<file path="config.mk">
export PLATFORM = sky130hd
export DESIGN_NAME = game_round_ctrl
export DESIGN_NICKNAME = d
export VERILOG_FILES = /design/src/rtl/game_round_ctrl.sv
export SDC_FILE = /design/constraint.sdc
export NUM_CORES = 1
export LEC_CHECK = 0
export CORE_MARGIN = 1.5
export CORE_UTILIZATION = 53
export DETAILED_ROUTE_END_ITERATION = 8
export HOLD_SLACK_MARGIN = 0.03
export PLACE_DENSITY = 0.81
export SETUP_SLACK_MARGIN = 0.5
export SLEW_MARGIN = 20
export SYNTH_ARGS = -nofsm -noshare
export SYNTH_HDL_FRONTEND = slang
export SYNTH_SLANG_ARGS = --single-unit
export TNS_END_PERCENT = 1
</file>
<file path="constraint.sdc">
create_clock -name Clk100M -period 2.8 [get_ports Clk100M]
set_input_delay 0.28 -clock Clk100M [delete_from_list [all_inputs] [get_ports Clk100M]]
set_output_delay 0.28 -clock Clk100M [all_outputs]
set_load 0.01 [all_outputs]
</file>
<file path="src/rtl/game_round_ctrl.sv">
// game_round_ctrl: round sequencer for a symbol-memory game.
// Arms the countdown timer, generates an LFSR symbol sequence, presents it
// one symbol per tick1Hz period, then checks the player's guesses.
// Optional build macro: SYM_TIMEOUT_EN -- when defined, INPUT_TIMEOUT
// consecutive tick1Hz periods without a guess in INPUT lose the game.
module game_round_ctrl #(
    parameter int unsigned MAX_LEVEL     = 9,
    parameter int unsigned INPUT_TIMEOUT = 5,
    parameter logic [7:0]  LFSR_SEED     = 8'hA5
) (
    input  logic       Clk100M,
    input  logic       reset,
    input  logic       tick1Hz,
    input  logic       startBtn,
    input  logic       timerDone,
    input  logic       guessValid,
    input  logic [1:0] guessSym,
    output logic       timerStart,
    output logic [3:0] curLevel,
    output logic       showValid,
    output logic [1:0] showSym,
    output logic       gameOver,
    output logic       win,
    output logic [2:0] state
);

    localparam int unsigned LVL_W  = 4;
    localparam int unsigned IDX_W  = 4;
    localparam int unsigned SYM_W  = 2;
    localparam int unsigned LFSR_W = 8;
    localparam int unsigned DEPTH  = 16;

    // Reject parameter values outside the playable range at elaboration
    if (MAX_LEVEL == 0 || MAX_LEVEL > 9 || INPUT_TIMEOUT == 0 || LFSR_SEED == 8'h00) begin : g_bad_params
        $error("game_round_ctrl: parameter out of range");
    end

    typedef enum logic [2:0] {
        S_IDLE     = 3'd0,
        S_ARM      = 3'd1,
        S_WAIT_TMR = 3'd2,
        S_GEN      = 3'd3,
        S_SHOW     = 3'd4,
        S_INPUT    = 3'd5,
        S_LOSE     = 3'd6,
        S_WIN      = 3'd7
    } state_t;

    state_t              state_q, state_d;
    logic [LVL_W-1:0]    level_q, level_d;
    logic [IDX_W-1:0]    idx_q, idx_d;
    logic [LFSR_W-1:0]   lfsr_q, lfsr_d;
    logic                btn_prev_q;
    logic [SYM_W-1:0]    mem_q [DEPTH];
    logic                mem_we;
    logic                timer_start_q, timer_start_d;
    logic                show_valid_q, show_valid_d;
    logic [SYM_W-1:0]    show_sym_q, show_sym_d;
    logic                game_over_q, game_over_d;
    logic                win_q, win_d;
    logic                start_ev;
    logic [IDX_W-1:0]    last_idx;
    logic [SYM_W-1:0]    cur_sym;

`ifdef SYM_TIMEOUT_EN
    localparam int unsigned TMO_W = (INPUT_TIMEOUT < 2) ? 1 : $clog2(INPUT_TIMEOUT + 1);
    logic [TMO_W-1:0]    tmo_q, tmo_d;
`endif

    assign start_ev = startBtn & ~btn_prev_q;
    // Sequence length is level+2, so the last index is level+1
    assign last_idx = IDX_W'(level_q) + IDX_W'(1);
    assign cur_sym  = mem_q[idx_q];
    // Fibonacci LFSR, taps x^8+x^6+x^5+x^4+1
    assign lfsr_d   = {lfsr_q[6:0], lfsr_q[7] ^ lfsr_q[5] ^ lfsr_q[4] ^ lfsr_q[3]};

    // Next-state, datapath and registered-output computation
    always_comb begin
        state_d  = state_q;
        level_d  = level_q;
        idx_d    = idx_q;
        mem_we   = 1'b0;
`ifdef SYM_TIMEOUT_EN
        tmo_d    = '0;
`endif
        case (state_q)
            S_IDLE, S_LOSE, S_WIN: begin
                if (start_ev) begin
                    state_d = S_ARM;
                    level_d = LVL_W'(1);
                end
            end
            S_ARM: begin
                state_d = S_WAIT_TMR;
                idx_d   = '0;
            end
            S_WAIT_TMR: begin
                if (timerDone) begin
                    state_d = S_GEN;
                    idx_d   = '0;
                end
            end
            S_GEN: begin
                mem_we = 1'b1;
                if (idx_q == last_idx) begin
                    state_d = S_SHOW;
                    idx_d   = '0;
                end else begin
                    idx_d = idx_q + IDX_W'(1);
                end
            end
            S_SHOW: begin
                if (tick1Hz) begin
                    if (idx_q == last_idx) begin
                        state_d = S_INPUT;
                        idx_d   = '0;
                    end else begin
                        idx_d = idx_q + IDX_W'(1);
                    end
                end
            end
            S_INPUT: begin
`ifdef SYM_TIMEOUT_EN
                tmo_d = tmo_q;
`endif
                if (guessValid) begin
`ifdef SYM_TIMEOUT_EN
                    tmo_d = '0;
`endif
                    if (guessSym != cur_sym) begin
                        state_d = S_LOSE;
                    end else if (idx_q == last_idx) begin
                        idx_d = '0;
                        if (level_q == LVL_W'(MAX_LEVEL)) begin
                            state_d = S_WIN;
                        end else begin
                            state_d = S_ARM;
                            level_d = level_q + LVL_W'(1);
                        end
                    end else begin
                        idx_d = idx_q + IDX_W'(1);
                    end
                end
`ifdef SYM_TIMEOUT_EN
                else if (tick1Hz) begin
                    if (tmo_q == TMO_W'(INPUT_TIMEOUT - 1)) begin
                        state_d = S_LOSE;
                    end else begin
                        tmo_d = tmo_q + TMO_W'(1);
                    end
                end
`endif
            end
            default: state_d = S_IDLE;
        endcase

        timer_start_d = (state_d == S_ARM);
        show_valid_d  = (state_d == S_SHOW);
        show_sym_d    = show_valid_d ? mem_q[idx_d] : '0;
        game_over_d   = (state_d == S_LOSE);
        win_d         = (state_d == S_WIN);
    end

    // State, control registers and registered outputs
    always_ff @(posedge Clk100M) begin
        if (reset) begin
            state_q       <= S_IDLE;
            level_q       <= LVL_W'(1);
            idx_q         <= '0;
            lfsr_q        <= LFSR_SEED;
            btn_prev_q    <= 1'b1;
            timer_start_q <= 1'b0;
            show_valid_q  <= 1'b0;
            show_sym_q    <= '0;
            game_over_q   <= 1'b0;
            win_q         <= 1'b0;
`ifdef SYM_TIMEOUT_EN
            tmo_q         <= '0;
`endif
        end else begin
            state_q       <= state_d;
            level_q       <= level_d;
            idx_q         <= idx_d;
            lfsr_q        <= lfsr_d;
            btn_prev_q    <= startBtn;
            timer_start_q <= timer_start_d;
            show_valid_q  <= show_valid_d;
            show_sym_q    <= show_sym_d;
            game_over_q   <= game_over_d;
            win_q         <= win_d;
`ifdef SYM_TIMEOUT_EN
            tmo_q         <= tmo_d;
`endif
        end
    end

    // Sequence storage, written only while generating
    always_ff @(posedge Clk100M) begin
        if (mem_we) begin
            mem_q[idx_q] <= lfsr_q[1:0];
        end
    end

    assign timerStart = timer_start_q;
    assign curLevel   = level_q;
    assign showValid  = show_valid_q;
    assign showSym    = show_sym_q;
    assign gameOver   = game_over_q;
    assign win        = win_q;
    assign state      = state_q;

endmodule

</file>
# Word-level counts from Yosys, hierarchy flattened
# Memories as Yosys holds them, arrays and structs flattened. A register that Yosys moved wholly into a read port is not among the register bits.
# Cells that the tools add are included.
totals:
  reg_bits: 24
  latch_bits: 0
  mem_count: 1
  ramBits: 32
  rom_bits: 0
  output_inout_bits: 13
  elab_cells: 68
mem_list:
  columns: ["memory", "words", "word_bits", "read_ports", "rd_ports_with_merged_regs", "write_ports", "line", "source"]
  rows:
  - ["mem_q", 16, 2, 2, 2, 1, "54", "logic [SYM_W-1:0] mem_q [DEPTH];"]
op_classes:
  n_div: 0
  n_mul: 0
  magnitude_cmp: 0
  n_eq_ne: 19
  shift: 0
  n_mux: 26
  addsub: 2
  bitwise_logic: 6
  reduce_logical: 5
op_table:
  columns: ["cell", "count"]
  rows:
  - ["two-way mux 4 bit", 11]
  - ["two-way mux 3 bit", 9]
  - ["== test 3 bit, second input constant", 7]
  - ["one-hot mux 4 bit (5 select lines)", 1]
  - ["one-hot mux 3 bit (6 select lines)", 1]
  - ["!= test 2 bit, second input constant", 5]
  - ["adder 4 x 1 -> 4 bit, second input constant", 2]
  - ["one-hot mux 4 bit (2 select lines)", 1]
  - ["== test 3 x 1 -> 1 bit, second input constant", 2]
  - ["== test 3 x 2 -> 1 bit, second input constant", 2]
  - ["AND reduction 6 bit", 1]
  - ["== test 4 bit", 1]
  - ["== test 4 bit, second input constant", 1]
  - ["zero test 3 bit", 1]
  - ["two-way mux 1 bit", 3]
  - ["OR reduction 3 bit", 1]
  - ["XOR 1 bit", 3]
  - ["!= test 2 bit", 1]
  - ["inverter 1 bit", 2]
  - ["nonzero test 2 bit", 1]
  - ["OR reduction 2 bit", 1]
  - ["AND 1 bit", 1]

# Longest topological paths before layout
# Gate-level depths: netlist of run 1.
logic_depth:
  depth_word: 9
  depth_mapped: 14

# Least setup slack after synthesis of run 1
# Ideal clock, no wire load.
synth_timing:
  path_kind: "register -> register"
  start: "register idx_q[1]"
  end: "register show_sym_q[0], in the netlist showSym[0], read port of mem_q"
  setup_time_ps: 121
  path_stages_with_launch: 14
  path_buffers: 3
  setup_slack_ps: -66
  required_time_ps: 2679
  t_arrival_ps: 2745
  path_cell_list: "dfxtp_1 buf_6 mux2i_1 mux4_1 xor2_1 nand4_2 a2111oi_2 nor3_2 buf_6 buf_12 mux2i_1 mux2i_1 mux2i_1 o22ai_1"
synth_between:
  elab_chain_len: 8
  word_cells_on_any_way: 18
synth_rtl:
  columns: ["element", "line", "source"]
  rows:
  - ["start, declared", "51", "logic [IDX_W-1:0] idx_q, idx_d;"]
  - ["start signal, assigned", "183", "idx_q <= idx_d;"]
  - ["== test 4 bit", "105, 114, 132", null]
  - ["two-way mux 3 bit", "132", "end else if (idx_q == last_idx) begin"]
  - ["two-way mux 3 bit", "130", "if (guessSym != cur_sym) begin"]
  - ["two-way mux 3 bit", "126", "if (guessValid) begin"]
  - ["one-hot mux 3 bit (6 select lines)", "86", "case (state_q)"]
  - ["== test 3 bit", "158", "show_valid_d = (state_d == S_SHOW);"]
  - ["inverter 1 bit (no source line)", null, null]
  - ["OR reduction 2 bit (no source line)", null, null]
  - ["end, declared", "58", "logic [SYM_W-1:0] show_sym_q, show_sym_d;"]
# Several ways; a longest one is shown, not always the timed one.
# A chain may end at the register's enable or synchronous reset.

# Worst setup path in the final report of run 1
# Same ends and word-level chain as after synthesis.

==> results of run 1 <==
kinds of logic (layout without fill, tap and decap cells):
logic type               count (synthesis)  after routing  share of synthesized area
buffers and inverters                   27             72                     0.0498
adder cells (fa/ha/maj)                  6              6                     0.0235
flip-flops                              58             58                      0.464
AO/OA/AOI/OAI                           42             42                     0.0948
multiplexers                            44             44                      0.155
AND/OR/NAND/NOR                        105            105                      0.167
XOR/XNOR                                15             15                     0.0458
layout make-up:
cell class	instances	share of cell area
clock buffer	10	0.0351
clock inverter	6	0.0204
inverter	12	0.0115
multi-input combinational	212	0.427
sequential	58	0.378
tap	75	0.0239
timing repair buffer	44	0.104
timing repair:
action | in CTS | in global routing
buffers inserted | 0 | 1
gates resized for setup | 13 | 7
hold endpoints to repair | 0 | 0
hold buffers | 0 | 0
setup endpoints to repair | 17 | 17
pin swaps | 6 | 6
synthesized netlist by cell type (2+ instances only):
cell | n | area share
or2_2 | 7 | 0.014
a21oi_1 | 9 | 0.014
o21ai_0 | 7 | 0.011
ha_1 | 6 | 0.024
a31o_1 | 2 | 0.0055
buf_12 | 2 | 0.013
a31oi_1 | 3 | 0.0059
nand2b_1 | 3 | 0.0059
nor2_1 | 31 | 0.036
o21a_1 | 2 | 0.0047
nand2_1 | 22 | 0.026
a221o_1 | 2 | 0.0063
nor3_1 | 6 | 0.0094
mux4_2 | 3 | 0.021
edfxtp_1 | 32 | 0.30
and2_1 | 2 | 0.0039
nand4_1 | 3 | 0.0059
inv_1 | 11 | 0.013
clkbuf_1 | 8 | 0.0094
nand3_1 | 14 | 0.022
o21ai_1 | 2 | 0.0031
nor2b_1 | 8 | 0.016
and4_1 | 2 | 0.0055
buf_2 | 2 | 0.0031
xnor2_1 | 5 | 0.014
xor2_1 | 8 | 0.022
o22ai_1 | 4 | 0.0078
mux2i_1 | 39 | 0.12
xor2_2 | 2 | 0.010
dfxtp_1 | 26 | 0.16
buf_6 | 3 | 0.011
a2111oi_2 | 2 | 0.0094
placed cells by master, fill, tap and decap left out, types with 3 or more instances in the layout:
cell / Yosys / layout
xnor2_1: 5 / 5
o21ai_0: 7 / 6
o22ai_1: 4 / 4
nor2_1: 31 / 30
nand3_1: 14 / 14
nand4_1: 3 / 3
nand2b_1: 3 / 3
xor2_2: 2 / 3
xor2_1: 8 / 6
edfxtp_1: 32 / 32
dfxtp_1: 26 / 24
nand2_1: 22 / 22
a21oi_1: 9 / 8
nor2b_1: 8 / 8
inv_1: 11 / 10
mux4_2: 3 / 4
or2_2: 7 / 7
buf_4: 0 / 21
clkbuf_8: 0 / 10
clkdlybuf4s50_1: 0 / 20
ha_1: 6 / 6
mux2i_1: 39 / 37
nor3_1: 6 / 6
metrics by stage:
| stage | power (mW) | utilization |
|---|---|---|
| floorplan | 1.20 | - |
| global placement | 1.31 | 0.612 |
| detailed placement | 1.32 | 0.612 |
| CTS | 2.16 | 0.659 |
| global route | 2.25 | 0.667 |
| finish | 2.17 | 0.667 |
layer usage:
metal / up-vias / wire, um / share of wire
met4: 0 / 170 / 0.024
met3: 17 / 416 / 0.059
li1: 1150 / - / -
met5: - / 0 / 0
met1: 1172 / 3250 / 0.46
met2: 82 / 3250 / 0.46
worst max path at each step:
stage | from | endpoint | slack, ns | cells past startpoint
final | idx_q[1] | showSym[0] | -0.1 | 12
after global routing | idx_q[1] | showSym[0] | -0.17 | 12
after CTS | idx_q[1] | showSym[0] | -0.08 | 12
after detailed placement | idx_q[1] | showSym[1] | -0.16 | 12
after global placement | idx_q[1] | showSym[0] | -0.09 | 12
after floorplan | idx_q[1] | showSym[0] | 0.0004 | 14
registers in the layout (all words and copies together), names as in the netlist:
name	flops
mem_q	32
showValid	1
btn_prev_q	1
state	3
win	1
gameOver	1
curLevel	4
showSym	2
lfsr_q	8
timerStart	1
idx_q	4
worst max-delay path, delay by kind of cell, from the launching register on:
kind | cells | cell delay (ns)
buffers and inverters | 2 | 0.36
AOI/OAI and AO/OA | 1 | 0.09
and+or+nand+nor | 3 | 0.59
DFF | 1 | 0.34
xor gates and xnor gates | 1 | 0.22
muxes | 5 | 1.15
power breakdown:
group / internal (mW) / total, mW / switching, mW
sequential: 0.935 / 0.978 / 0.0430
clock: 0.517 / 0.843 / 0.326
combinational: 0.152 / 0.349 / 0.198
total: 1.60 / 2.17 / 0.566
==> summary.md, run 1 <==
| Metric | Value |
|---|---|
| Status | finished, violations left |
| Failing checks | negative setup slack |
| Worst hold path class | reg2reg |
| Total gr overflow | 0 |
| Clock Path Buffers | 2 |
| Vias/cell | 5.81 |
| Synth Instances | 297 |
| Highest Clock Rate | 0.345 GHz |
| Die outline height | 80.6 um |
| First-pass GRT wire length | 11,000 um |
| Largest net degree at the start of global routing | 19 |
| Post-route cell area | 3920 um2 |
| Nets@finish | 351 |
| Detailed placement HPWL | 5010 um |
| Post-Syn Area | 3190 um2 |
| Min-delay src | lfsr_q[6] |
| Worst slack, placed | -0.163 ns |
| GRT met2 Usage | 0.351 |
| # clock sinks | 58 |
| Hold slack final | 0.425 ns |
| CP max stage cell | mux4_2 |
| Initial core utilization | 0.543 |
| FF-to-FF path depth | 12 |
| Fill cell count | 438 |
| Pre-antenna DRT Iters | 5 |
| Fin crit period | 2.90 ns |
| YS warnings | 0 |
| Share of flip-flops with an asynchronous set or reset | 0 |
| Reg-to-reg critical path startpoint | idx_q[1] |
| Syn avg cell area | 10.8 um2 |
| Post-synthesis sequential area ratio | 0.464 |
| Slew Limit Fails | 0 |
| Tot GR Track Use | 0.232 |
| Detail Route Antenna Nets | 0 |
| Worst Hold Depth | 1 |
| DR vias | 2,421 |
| Critical Path AT | 3.13 ns |
| Initial antenna violation count | 0 |
| FP Rows | 28 |
| GRT busiest layer | met2 |
| Ratio of cells with drive above 1 in the final layout | 0.219 |
| Critical path type | reg2reg |
| Hold Fails Final Rpt | 0 |
| Worst-Skew Late Latency | 0.35 ns |
| Grt met3 use | 0.0659 |
| H-tree depth | 3 |
| Synthesized net count | 311 |
| # diodes | 0 |
| Met1 usage | 0.304 |
| DRT Wirelength | 7080 um |
| Synth Flop Type | edfxtp_1 |
| Vias in the first global route | 2,261 |
| Core area | 5890 um2 |
| P_leak | 1.44 nW |
| Area Overhead vs Synth | 22.9% |
| MaxCap Viol Count | 0 |
| P per Cell Area | 553 nW/um2 |
| RSZ-0062 raised after global routing | true |
| Maximum vdd drop | 345 uV |
| Worst Max-Slew Pin Slew | 0.608 ns |
| Area of the multi-input gates | 1670 um2 |
| Yosys cell types | 51 |
| R2R setup slack | -0.1 ns |
| CP peak stage delay | 0.53 ns |
| Finished Layout Cells | 417 |
| Crit path launch type | flip-flop |
| Residual DRC count | 0 |
| Setup slack after layout | -0.0974 ns |
| Crit path capture type | flip-flop |
| Seq cells post-synth | 58 |
| Most used cell, CP | mux2i_1 |
| TritonCTS clock tree | done |
| Global placer's final weighted congestion | 0.869 |
| # IOs | 21 |
| Placed instance area | 3600 um2 |
| Clock Root Buffer | clkbuf_8 |
| Hold path endpoint | lfsr_q[7] |
| Rel. slew slack | 0.594 |
| IO buf count | 20 |
| Setup TNS | -0.163 ns |
| Crit path cell chain | buf_12 > mux2i_1 > mux4_2 > xor2_2 > nand4_4 > and4_1 > nor3_2 > buf_12 > mux2i_2 > mux2i_1 > mux2i_1 > o22ai_1 |
| Worst Path Required | 3.03 ns |
| DR iter-0 viols | 217 |
| CTS Buf Count | 9 |
| Crit path max fanout | 17 |
| Skew final | 0.00817 ns |
| Register clock-pin slew on the reported worst setup and hold paths | 0.07 ns |
| Placed Cells incl. Taps | 400 |
| Setup violators final | 2 |
| Fin crit share | 1.03 |
| Wire length per cell | 17.0 um |
| DIE AREA | 6500 um2 |
| R2r endpoint | showSym[0] |
| EDFF count, synth | 32 |
| FF+latch area | 1480 um2 |
| Chip Width | 80.6 um |
Note: power is estimated with default switching activity, not from simulation.
==> run 2, diff against run 1 <==
- GPL_ROUTABILITY_DRIVEN: unset -> 0
==> results of run 2 <==
Final layout, timing and power as in run 1 (identical DEF).
==> run 3, diff against run 2 <==
- CTS_CLUSTER_DIAMETER: unset -> 40
==> results of run 3 <==
Final layout, timing and power as in run 1 (identical DEF).
